===== src/rtl/uart_tx_if.sv =====
// uart_tx_if: AXI-Stream byte channel feeding the UART transmitter
// Signals: tvalid/tdata driven by the producer (master), tready driven by the transmitter (slave)
interface uart_tx_if;
    logic       tvalid;
    logic [7:0] tdata;
    logic       tready;
    modport master (output tvalid, output tdata, input tready);
    modport slave (input tvalid, input tdata, output tready);
endinterface


===== src/rtl/uart_tx.sv =====
// uart_tx: 8-bit UART transmitter with a one-entry AXIS holding register
// Ports: i_clk clock; i_rst async active-high reset; s_axis byte input (tready = holding register empty);
//        o_txd registered serial line, idle high; o_txd_busy high outside IDLE; o_txd_done end-of-frame pulse
module uart_tx #(
    parameter int CLKS_PER_BIT = 16,
    parameter int PARITY       = 0,
    parameter int STOP_BITS    = 1
) (
    input  logic     i_clk,
    input  logic     i_rst,
    uart_tx_if.slave s_axis,
    output logic     o_txd,
    output logic     o_txd_busy,
    output logic     o_txd_done
);
    typedef enum logic [2:0] {IDLE, START, DATA, PAR, STOP} state_t;
    localparam logic [7:0] CMAX = 8'(CLKS_PER_BIT - 1);
    localparam logic SB_LAST = (STOP_BITS == 2);
    state_t state, state_n;
    logic [7:0] cnt, cnt_n, hold, hold_n, data, data_n;
    logic [2:0] idx, idx_n;
    logic sb, sb_n, full, full_n, txd_n, done_n, rdy, bit_end, par_bit, load;
    assign bit_end = cnt == CMAX;
    assign par_bit = (PARITY == 1) ? ~^data : ^data;
    // rdy holds tready low during reset and releases it on the first edge afterwards
    assign s_axis.tready = rdy & ~full;
    assign o_txd_busy = state != IDLE;
    // A waiting byte starts a new frame from IDLE, or straight out of the last stop bit
    assign load = full & ((state == IDLE) | (state == STOP & bit_end & sb == SB_LAST));
    always_comb begin
        state_n = state;
        cnt_n   = bit_end ? 8'd0 : cnt + 8'd1;
        idx_n   = idx;
        sb_n    = sb;
        data_n  = data;
        hold_n  = hold;
        full_n  = full;
        txd_n   = o_txd;
        done_n  = 1'b0;
        if (s_axis.tvalid && s_axis.tready) begin
            full_n = 1'b1;
            hold_n = s_axis.tdata;
        end
        case (state)
            IDLE: begin
                cnt_n = '0;
                txd_n = 1'b1;
            end
            START: if (bit_end) begin
                state_n = DATA;
                idx_n   = '0;
                txd_n   = data[0];
            end
            DATA: if (bit_end) begin
                idx_n = idx + 3'd1;
                txd_n = data[idx_n];
                if (idx == 3'd7) begin
                    sb_n = 1'b0;
                    if (PARITY != 0) begin
                        state_n = PAR;
                        txd_n   = par_bit;
                    end else begin
                        state_n = STOP;
                        txd_n   = 1'b1;
                    end
                end
            end
            PAR: if (bit_end) begin
                state_n = STOP;
                sb_n    = 1'b0;
                txd_n   = 1'b1;
            end
            STOP: if (bit_end) begin
                sb_n = 1'b1;
                if (sb == SB_LAST) begin
                    done_n  = 1'b1;
                    state_n = IDLE;
                    txd_n   = 1'b1;
                end
            end
            default: begin
                state_n = IDLE;
                cnt_n   = '0;
                txd_n   = 1'b1;
            end
        endcase
        if (load) begin
            state_n = START;
            cnt_n   = '0;
            data_n  = hold;
            full_n  = 1'b0;
            txd_n   = 1'b0;
        end
    end
    always_ff @(posedge i_clk or posedge i_rst) begin
        if (i_rst) begin
            state      <= IDLE;
            cnt        <= '0;
            idx        <= '0;
            sb         <= 1'b0;
            data       <= '0;
            hold       <= '0;
            full       <= 1'b0;
            rdy        <= 1'b0;
            o_txd      <= 1'b1;
            o_txd_done <= 1'b0;
        end else begin
            state      <= state_n;
            cnt        <= cnt_n;
            idx        <= idx_n;
            sb         <= sb_n;
            data       <= data_n;
            hold       <= hold_n;
            full       <= full_n;
            rdy        <= 1'b1;
            o_txd      <= txd_n;
            o_txd_done <= done_n;
        end
    end
endmodule


===== src/flat_wrapper.sv =====
// flat-port wrapper written by rule: the top's interface ports become plain ports
module uart_tx_flat 
#(
    parameter int CLKS_PER_BIT = 16,
    parameter int PARITY       = 0,
    parameter int STOP_BITS    = 1
)
  (i_clk, i_rst, o_txd, o_txd_busy, o_txd_done, s_axis_tvalid, s_axis_tdata, s_axis_tready);
  uart_tx_if s_axis_i ();
  input  logic i_clk;
  input  logic i_rst;
  output logic o_txd;
  output logic o_txd_busy;
  output logic o_txd_done;
  input wire logic [$bits(s_axis_i.tvalid)-1:0] s_axis_tvalid;
  input wire logic [$bits(s_axis_i.tdata)-1:0] s_axis_tdata;
  output wire logic [$bits(s_axis_i.tready)-1:0] s_axis_tready;
  assign s_axis_i.tvalid = s_axis_tvalid;
  assign s_axis_i.tdata = s_axis_tdata;
  assign s_axis_tready = s_axis_i.tready;
  uart_tx #(.CLKS_PER_BIT(CLKS_PER_BIT), .PARITY(PARITY), .STOP_BITS(STOP_BITS)) u_core (.i_clk(i_clk), .i_rst(i_rst), .s_axis(s_axis_i), .o_txd(o_txd), .o_txd_busy(o_txd_busy), .o_txd_done(o_txd_done));
endmodule

===== config.mk =====
export PLATFORM = sky130hd
export DESIGN_NAME = uart_tx_flat
export DESIGN_NICKNAME = d
export VERILOG_FILES = /design/src/rtl/uart_tx_if.sv /design/src/rtl/uart_tx.sv /design/src/flat_wrapper.sv
export SDC_FILE = /design/constraint.sdc
export NUM_CORES = 1
export LEC_CHECK = 0
export CELL_PAD_IN_SITES_DETAIL_PLACEMENT = 1
export CELL_PAD_IN_SITES_GLOBAL_PLACEMENT = 1
export CORE_ASPECT_RATIO = 0.8
export CORE_UTILIZATION = 49
export DETAILED_ROUTE_END_ITERATION = 10
export GPL_ROUTABILITY_DRIVEN = 0
export PLACE_DENSITY = 0.79
export RECOVER_POWER = 25
export SYNTH_ARGS = -nofsm -noshare
export SYNTH_HDL_FRONTEND = slang
export SYNTH_SLANG_ARGS = --single-unit
export TNS_END_PERCENT = 30

===== constraint.sdc =====
create_clock -name i_clk -period 4.3 [get_ports i_clk]
set_input_delay 0.86 -clock i_clk [delete_from_list [all_inputs] [get_ports i_clk]]
set_output_delay 0.86 -clock i_clk [all_outputs]
set_load 0.03 [all_outputs]

# Word-level counts from Yosys, hierarchy flattened
# Cells that the tools add are included.
# totals
reg_bits	35
in_bits	11
output_inout_bits	4
# classes
add_sub_neg	2
magnitude_cmp	1
n_eq_ne	18
muxes	33
n_bitwise	7
n_reduce_logical	11
# op_table
operator	count
$mux W3	9
$mux W8	3
$mux W1	16
$ne A3 B1 Y1 const B	5
$pmux W3 S5	1
$ne A2 B1 Y1 const B	6
$reduce_and A5 Y1	2
$add A8 B1 Y8 const B	1
$eq A8 B4 Y1 const B	1
$reduce_and A7 Y1	1
$eq A3 B2 Y1 const B	2
$eq A3 B3 Y1 const B	2
$pmux W3 S2	1
$reduce_bool A3 Y1	2
$and A1 B1 Y1	4
$lt A3 B4 Y1 const B	1
$pmux W1 S4	1
$reduce_bool A2 Y1	2
$reduce_or A4 Y1	1
$add A3 B1 Y3 const B	1
$bmux W1 S3	1
$eq A3 B1 Y1 const B	1
$logic_not A3 Y1	1
$ne A3 B3 Y1 const B	1
5 further kinds	6

# Depth between registers and ports, before layout
# Gate-level depths: netlist (run 1).
# depth
depth_word	7
ltp_mapped	7

# Worst setup path after synthesis (run 1)
# No wires, ideal clock.
# synth_path
path_type	register -> register
from	reg u_core.cnt[0]
to	reg u_core.data[0]
setup_ns	0.125
arrival_time_ns	1.669
t_required_ns	4.175
slack_ns	2.506
path_stages_with_launch	8
path_buffers	2
synth_period_minus_slack_ns	1.794
path_cell_list	dfrtp_1 > ha_1 > and3_1 > clkbuf_1 > nand3_2 > a21o_1 > buf_6 > mux2_4
# synth_via
elab_chain_len	5
# synth_lines
item	line	text
start: declaration	uart_tx.sv:20	logic [7:0] cnt, cnt_n, hold, hold_n, data, data_n;
start signal: assignment	uart_tx.sv:109	cnt <= cnt_n;
$eq A8 B4 Y1	uart_tx.sv:23	assign bit_end = cnt == CMAX;
$and A1 B1 Y1 (2 in series)	uart_tx.sv:29	assign load = full & ((state == IDLE) | (state == STOP & bit_end & sb == SB_LAST));
$or A1 B1 Y1	uart_tx.sv:29	
$and A1 B1 Y1	uart_tx.sv:29	
end signal: assignment	uart_tx.sv:112	data <= data_n;
end: declaration	uart_tx.sv:20	
# No other way between the ends.
# A chain may end at the register's enable or synchronous reset.

# Worst setup path after layout (run 1)
# layout_path
from	reg u_core.state[0]
to	out o_txd_busy
# layout_via
elab_chain_len	1
# layout_lines
item	line	text
start: declaration	uart_tx.sv:19	state_t state, state_n;
start signal: assignment	uart_tx.sv:108	state <= state_n;
$reduce_bool A3 Y1	uart_tx.sv:27	assign o_txd_busy = state != IDLE;
end: declaration	flat_wrapper.sv:13	output logic o_txd_busy;
# No other way between the ends.

==> metrics.txt, run 1 <==
CP bufs+invs 1; pre-CTS WS 1.96 ns; WP data arrival 1.80 ns; Area contributors post-synth dfrtp_1 (52%), mux2_4 (7.3%), mux2_2 (6.9%); Buffers on Ports 14; Tightest Hold Check Type flip-flop to flip-flop; overflow left after global routing 0; H-tree levels 2; slew at the pin with the worst max-slew slack 0.529 ns; fin area 1920 um^2; Synth area leader dfrtp_1; reg2reg end u_core.data[6]$_DFFE_PP0N_; Seq/Total Area, Yosys 0.536; Avg Inst Size Synth 12.2 um^2; Int Pwr 0.000818 W; Final setup viols 0; min cycle time layout 2.66 ns; Post-DP HPWL 2.42 mm; Final Max Slew Viols 0; first-pass GRT wire length 5.31 mm; Antenna Cells 0; Mapped Area 1640 um^2; Post-CTS Setup Repair Bufs 0; CTS clock-pin slew for the worst setup and hold paths 0.07 ns; CP Depth 3; simple-gate share of the synthesized area 0.108; switching share of power 0.312; Clock Power Share 0.244; Syn. warnings 0; Yosys top cell area share 0.520; DIE AREA 3580 um^2; Final ANT Viol Nets 0; total track usage 0.218; WL met1 1.52 mm; PD cells 620 nW/um^2; type of the worst setup path flip-flop to primary output; # nets final 166; Leak 0.860 nW; R2R Setup Slk 2.18 ns; top-level port count 15; status completed; Synthesized Nets 148; worst flop-to-flop path startpoint u_core.cnt[0]$_DFF_PP0_; Initial Util 0.523; final hold viol count 0; CP delay by family, top buffers and inverters; Post-Synthesis Cells 134; relative slew slack 0.647; adder-cell share of the synthesized area 0.0229; Vias/cell 5.49; fin crit share 0.620; Max Root-Sink Buffers 2; Crit path required time 3.44 ns; clock root buffer clkbuf_8; die height 53.7 um; max-cap violations 0; CTS Sinks 35; largest net degree at the start of global routing 24; Clock Latency Late Sink 0.28 ns; share of power burned in registers 0.458; share of layout cells above drive strength 1 0.216; Worst Setup SP u_core.state[0]$_DFFE_PP0P_; drt pass-1 iters 4; number of global-route vias before repair 1078; initial detailed-routing violation count 67; Setup crit start kind flip-flop; XOR/XNOR Fraction of Synth Area 0.0321; CTS Buf Count 5; Die X 66.6 um; post-synthesis mux area share 0.170; Synth Area in Compound Gates 0.0948; largest family of logic cells by synthesized area multiplexers; Comb pwr share 0.298; Yosys reg bits 35; Pwr Total 0.00119 W; core area 3130 um^2; drt wl/cell 16.7 um; Psw 0.000371 W; via count 1059; f_max 375 MHz; CP endpoint o_txd_busy; Crit Path Max Fanout 11; final setup margin 1.64 ns; CP Cell Sequence nor2_1 > nand2_1 > clkdlybuf4s50_1; Top Layer Used met4; Worst VDD drop 0.381 mV; Routed WL 3.22 mm; CTS Hold Bufs 0; DRC violations left 0; Worst R2R Path Depth 5; Worst path max stage delay 0.61 ns; setup TNS 0 ns; Max Clock Skew 0.00518 ns; Crit. End Element primary output; Unique masters post-synth 38; initial antenna violation count 0; Worst path slowest cell clkdlybuf4s50_1; DP Area 1810 um^2; Post-CTS Resized 0; DR WL met2 1.55 mm; CTS tree built; metal3 WL 128 um; Layout area overhead 17.3%; RSZ-0062 raised after global routing false; # rows 18
-- worst register-to-register path, stage by stage, from the launching register on --
cell	delay, ns
dfrtp_1	0.40
ha_1	0.24
and3_1	0.31
nand3_1	0.21
a21o_1	0.49
mux2_4	0.35
-- layout by cell type (no fill, tap or decap), types with 2 or more instances in the layout --
| cell type | count |
|---|---|
| a21oi_1 | 2 |
| clkbuf_8 | 5 |
| clkdlybuf4s50_1 | 13 |
| dfrtp_1 | 34 |
| ha_1 | 3 |
| inv_1 | 9 |
| mux2_2 | 10 |
| mux2_4 | 8 |
| mux4_2 | 2 |
| nand2_1 | 10 |
| nand3_1 | 5 |
| nor2_1 | 11 |
| o211ai_1 | 2 |
| o21ai_0 | 5 |
| o2bb2ai_1 | 3 |
| xnor2_1 | 4 |
| xor2_1 | 2 |
-- worst min-delay path by stage --
stage,from,end,depth (start not counted)
2_1_floorplan,u_core.cnt[0]$_DFF_PP0_,u_core.cnt[0]$_DFF_PP0_,1
3_3_place_gp,u_core.cnt[0]$_DFF_PP0_,u_core.cnt[0]$_DFF_PP0_,1
3_5_place_dp,u_core.cnt[0]$_DFF_PP0_,u_core.cnt[0]$_DFF_PP0_,1
4_1_cts,u_core.cnt[0]$_DFF_PP0_,u_core.cnt[0]$_DFF_PP0_,1
5_1_grt,u_core.cnt[0]$_DFF_PP0_,u_core.cnt[0]$_DFF_PP0_,1
6_report,u_core.cnt[0]$_DFF_PP0_,u_core.cnt[0]$_DFF_PP0_,1
-- cell type report --
cell class              instances  area (um^2)
flip-flops and latches         35          877
inverters                       9         33.8
repair buffers                 15          148
well taps                      40         50.0
fillers                       314         1210
clock inverters                 3         43.8
clock buffers                   5         68.8
multi-input cells              86          698
-- per-layer routing --
layer	track usage	vias to the layer above
met1	0.285	526
li1	-	507
met3	0.0699	4
met2	0.330	22
met4	0.106	0
met5	0	-
-- cells in the mapped netlist --
| cell | number |
|---|---|
| a2bb2oi_1 | 1 |
| dfrtp_1 | 34 |
| and2_2 | 1 |
| mux2_2 | 10 |
| o32ai_1 | 1 |
| nor4_1 | 1 |
| nor3_1 | 1 |
| o31ai_1 | 1 |
| ha_1 | 3 |
| o41ai_1 | 1 |
| nand4_1 | 1 |
| or3b_2 | 1 |
| o21ai_0 | 5 |
| nand3_2 | 1 |
| a21oi_1 | 2 |
| xnor2_1 | 4 |
| a211oi_1 | 1 |
| nor2_1 | 11 |
| buf_6 | 1 |
| and3_1 | 1 |
| xor2_1 | 2 |
| a31oi_1 | 1 |
| o2bb2ai_1 | 3 |
| conb_1 | 1 |
| o211ai_1 | 2 |
| o21bai_1 | 1 |
| a21o_1 | 1 |
| clkbuf_1 | 3 |
| mux2_4 | 8 |
| nand2_1 | 10 |
| dfstp_2 | 1 |
| mux4_2 | 2 |
| a22o_1 | 1 |
| nor2b_1 | 1 |
| nor4_4 | 1 |
| nand3_1 | 4 |
| inv_1 | 9 |
| a21boi_0 | 1 |
-- cell families (layout without fill, tap and decap cells) --
group                      Yosys count  in the layout
buffers and inverters               13             32
DFF                                 35             35
adders and majority gates            3              3
xor gates and xnor gates             6              6
and+or+nand+nor                     34             34
other                                1              1
muxes                               20             20
AOI/OAI and AO/OA                   22             22
-- registers in the layout (all words and copies together) (netlist names) --
| name | count |
|---|---|
| u_core.cnt | 8 |
| u_core.data | 8 |
| u_core.full | 1 |
| u_core.hold | 8 |
| u_core.idx | 3 |
| u_core.o_txd | 1 |
| u_core.o_txd_done | 1 |
| u_core.rdy | 1 |
| u_core.sb | 1 |
| u_core.state | 3 |
-- per-stage QoR --
stage	util	hold slack, ns	cells
final	0.613	0.471	193
after global routing	0.613	0.500	193
after CTS	0.615	0.474	193
after detailed placement	0.579	0.464	185
after global placement	0.579	0.447	185
after floorplan	-	0.433	134
-- power by group through the flow --
stage | Sequential, W | Clock [W] | Combinational (W)
3_5_place_dp | 0.000551 | 0 | 0.000357
5_1_grt | 0.000561 | 0.000314 | 0.000386
4_1_cts | 0.000546 | 0.000300 | 0.000362
2_1_floorplan | 0.000512 | 0 | 0.000289
6_report | 0.000546 | 0.000290 | 0.000354
3_3_place_gp | 0.000537 | 0 | 0.000336
Note: power is estimated with default switching activity, not from simulation.
==> run 2, diff against run 1 <==
CORE_UTILIZATION = 45   (was 49)
PLACE_DENSITY = 0.73   (was 0.79)
clock period = 2.51 ns   (was 4.3 ns; I/O delays follow)
==> metrics.txt, run 2 (synthesis gave the netlist of run 1 again) <==
total track usage 0.185; CTS clock-pin slew for the worst setup and hold paths 0.07 ns; Clock Latency Late Sink 0.29 ns; slew at the pin with the worst max-slew slack 0.849 ns; R2R Setup Slk 0.52 ns; Worst Setup SP u_core.state[0]$_DFFE_PP0P_; top-level port count 15; final hold viol count 0; most frequent cells in the layout dfrtp_1 (34), clkdlybuf4s50_1 (13), nor2_1 (11); Final setup viols 0; Setup crit start kind flip-flop; drt wl/cell 16.2 um; DRC violations left 0; min cycle time layout 2.34 ns; die height 55.9 um; CTS Sinks 35; Leak 0.854 nW; Die X 69.4 um; largest net degree at the start of global routing 36; Crit path required time 2.01 ns; # nets final 167; Antenna Cells 0; initial detailed-routing violation count 39; hold path depth 1; Tightest Hold Check Type flip-flop to flip-flop; number of global-route vias before repair 1127; Vias/cell 5.36; Hold Crit Endpoint u_core.cnt[0]$_DFF_PP0_; setup TNS 0 ns; Layout area overhead 16.5%; relative slew slack 0.434; f_max 428 MHz; Hold Startpoint u_core.cnt[0]$_DFF_PP0_; Routed WL 3.16 mm; drt pass-1 iters 2; CTS tree built; Post-CTS Resized 0; Max Clock Skew 0.00526 ns; most common cell after layout, fill and taps aside dfrtp_1; H-tree levels 2; RSZ-0062 raised after global routing false; worst flop-to-flop path startpoint u_core.cnt[5]$_DFF_PP0_; Final Max Slew Viols 0; Crit. End Element primary output; Post-CTS Setup Repair Bufs 0; biggest regs u_core.cnt x8, u_core.data x8, u_core.hold x8; CTS Hold Bufs 0; max-cap violations 0; share of layout cells above drive strength 1 0.222; # rows 19; Max Root-Sink Buffers 2; Crit Path Max Fanout 11; type of the worst setup path flip-flop to primary output; via count 1046; final setup margin 0.172 ns; clock root buffer clkbuf_8; Buffers on Ports 14; Final ANT Viol Nets 0; status completed; Initial Util 0.475; core area 3450 um^2; PD cells 1020 nW/um^2; first-pass GRT wire length 5.39 mm; pre-CTS WS 0.530 ns; initial antenna violation count 0; Post-DP HPWL 2.27 mm; WP data arrival 1.84 ns; DIE AREA 3880 um^2; fin crit share 0.931; Worst R2R Path Depth 4; Worst VDD drop 0.471 mV; CTS Buf Count 5; reg2reg end u_core.data[7]$_DFFE_PP0N_; overflow left after global routing 0
-- run 2: worst max-delay path, stage by stage (launching register included) --
cell and delay [ns]:
dfrtp_1 0.50, nor2_1 0.30, nand2_1 0.14, clkdlybuf4s50_1 0.61
-- run 2: area by class of cell --
| cell class | count | area [um^2] |
|---|---|---|
| multi-input cells | 86 | 703 |
| flip-flops and latches | 35 | 877 |
| repair buffers | 16 | 153 |
| well taps | 42 | 52.6 |
| clock inverters | 1 | 5.00 |
| inverters | 9 | 33.8 |
| clock buffers | 6 | 82.6 |
| fillers | 343 | 1540 |
-- run 2: stage by stage --
stage	std cells	instance area, um^2	hold WS (ns)	utilization	total power (W)
5_1_grt	195	1910	0.493	0.553	0.00207
6_report	195	1910	0.461	0.553	0.00195
4_1_cts	195	1910	0.465	0.554	0.00196
3_3_place_gp	188	1820	0.447	0.528	0.00149
2_1_floorplan	134	1640	0.433	-	0.00137
3_5_place_dp	188	1820	0.457	0.528	0.00154
-- run 2: metal layers --
metal	vias to the layer above	track usage	part of all wire	wire (um)
li1	506	-	-	-
met1	520	0.256	0.51	1600
met2	14	0.269	0.44	1400
met3	6	0.0707	0.038	120
met4	0	0.0612	0.012	38
met5	-	0	0	0
-- run 2: worst max-delay path by stage --
stage | depth (start not counted) | slack [ns] | to
2_1_floorplan | 7 | 0.72 | u_core.data[0]$_DFFE_PP0N_
6_report | 3 | 0.17 | o_txd_busy
5_1_grt | 3 | 0.07 | o_txd_busy
3_5_place_dp | 4 | 0.53 | u_core.data[3]$_DFFE_PP0N_
4_1_cts | 3 | 0.21 | o_txd_busy
3_3_place_gp | 4 | 0.57 | u_core.data[2]$_DFFE_PP0N_
-- run 2: where the power goes --
group          switching (W)  internal [W]
sequential          0.000159      0.000768
combinational       0.000265      0.000340
clock               0.000199      0.000215
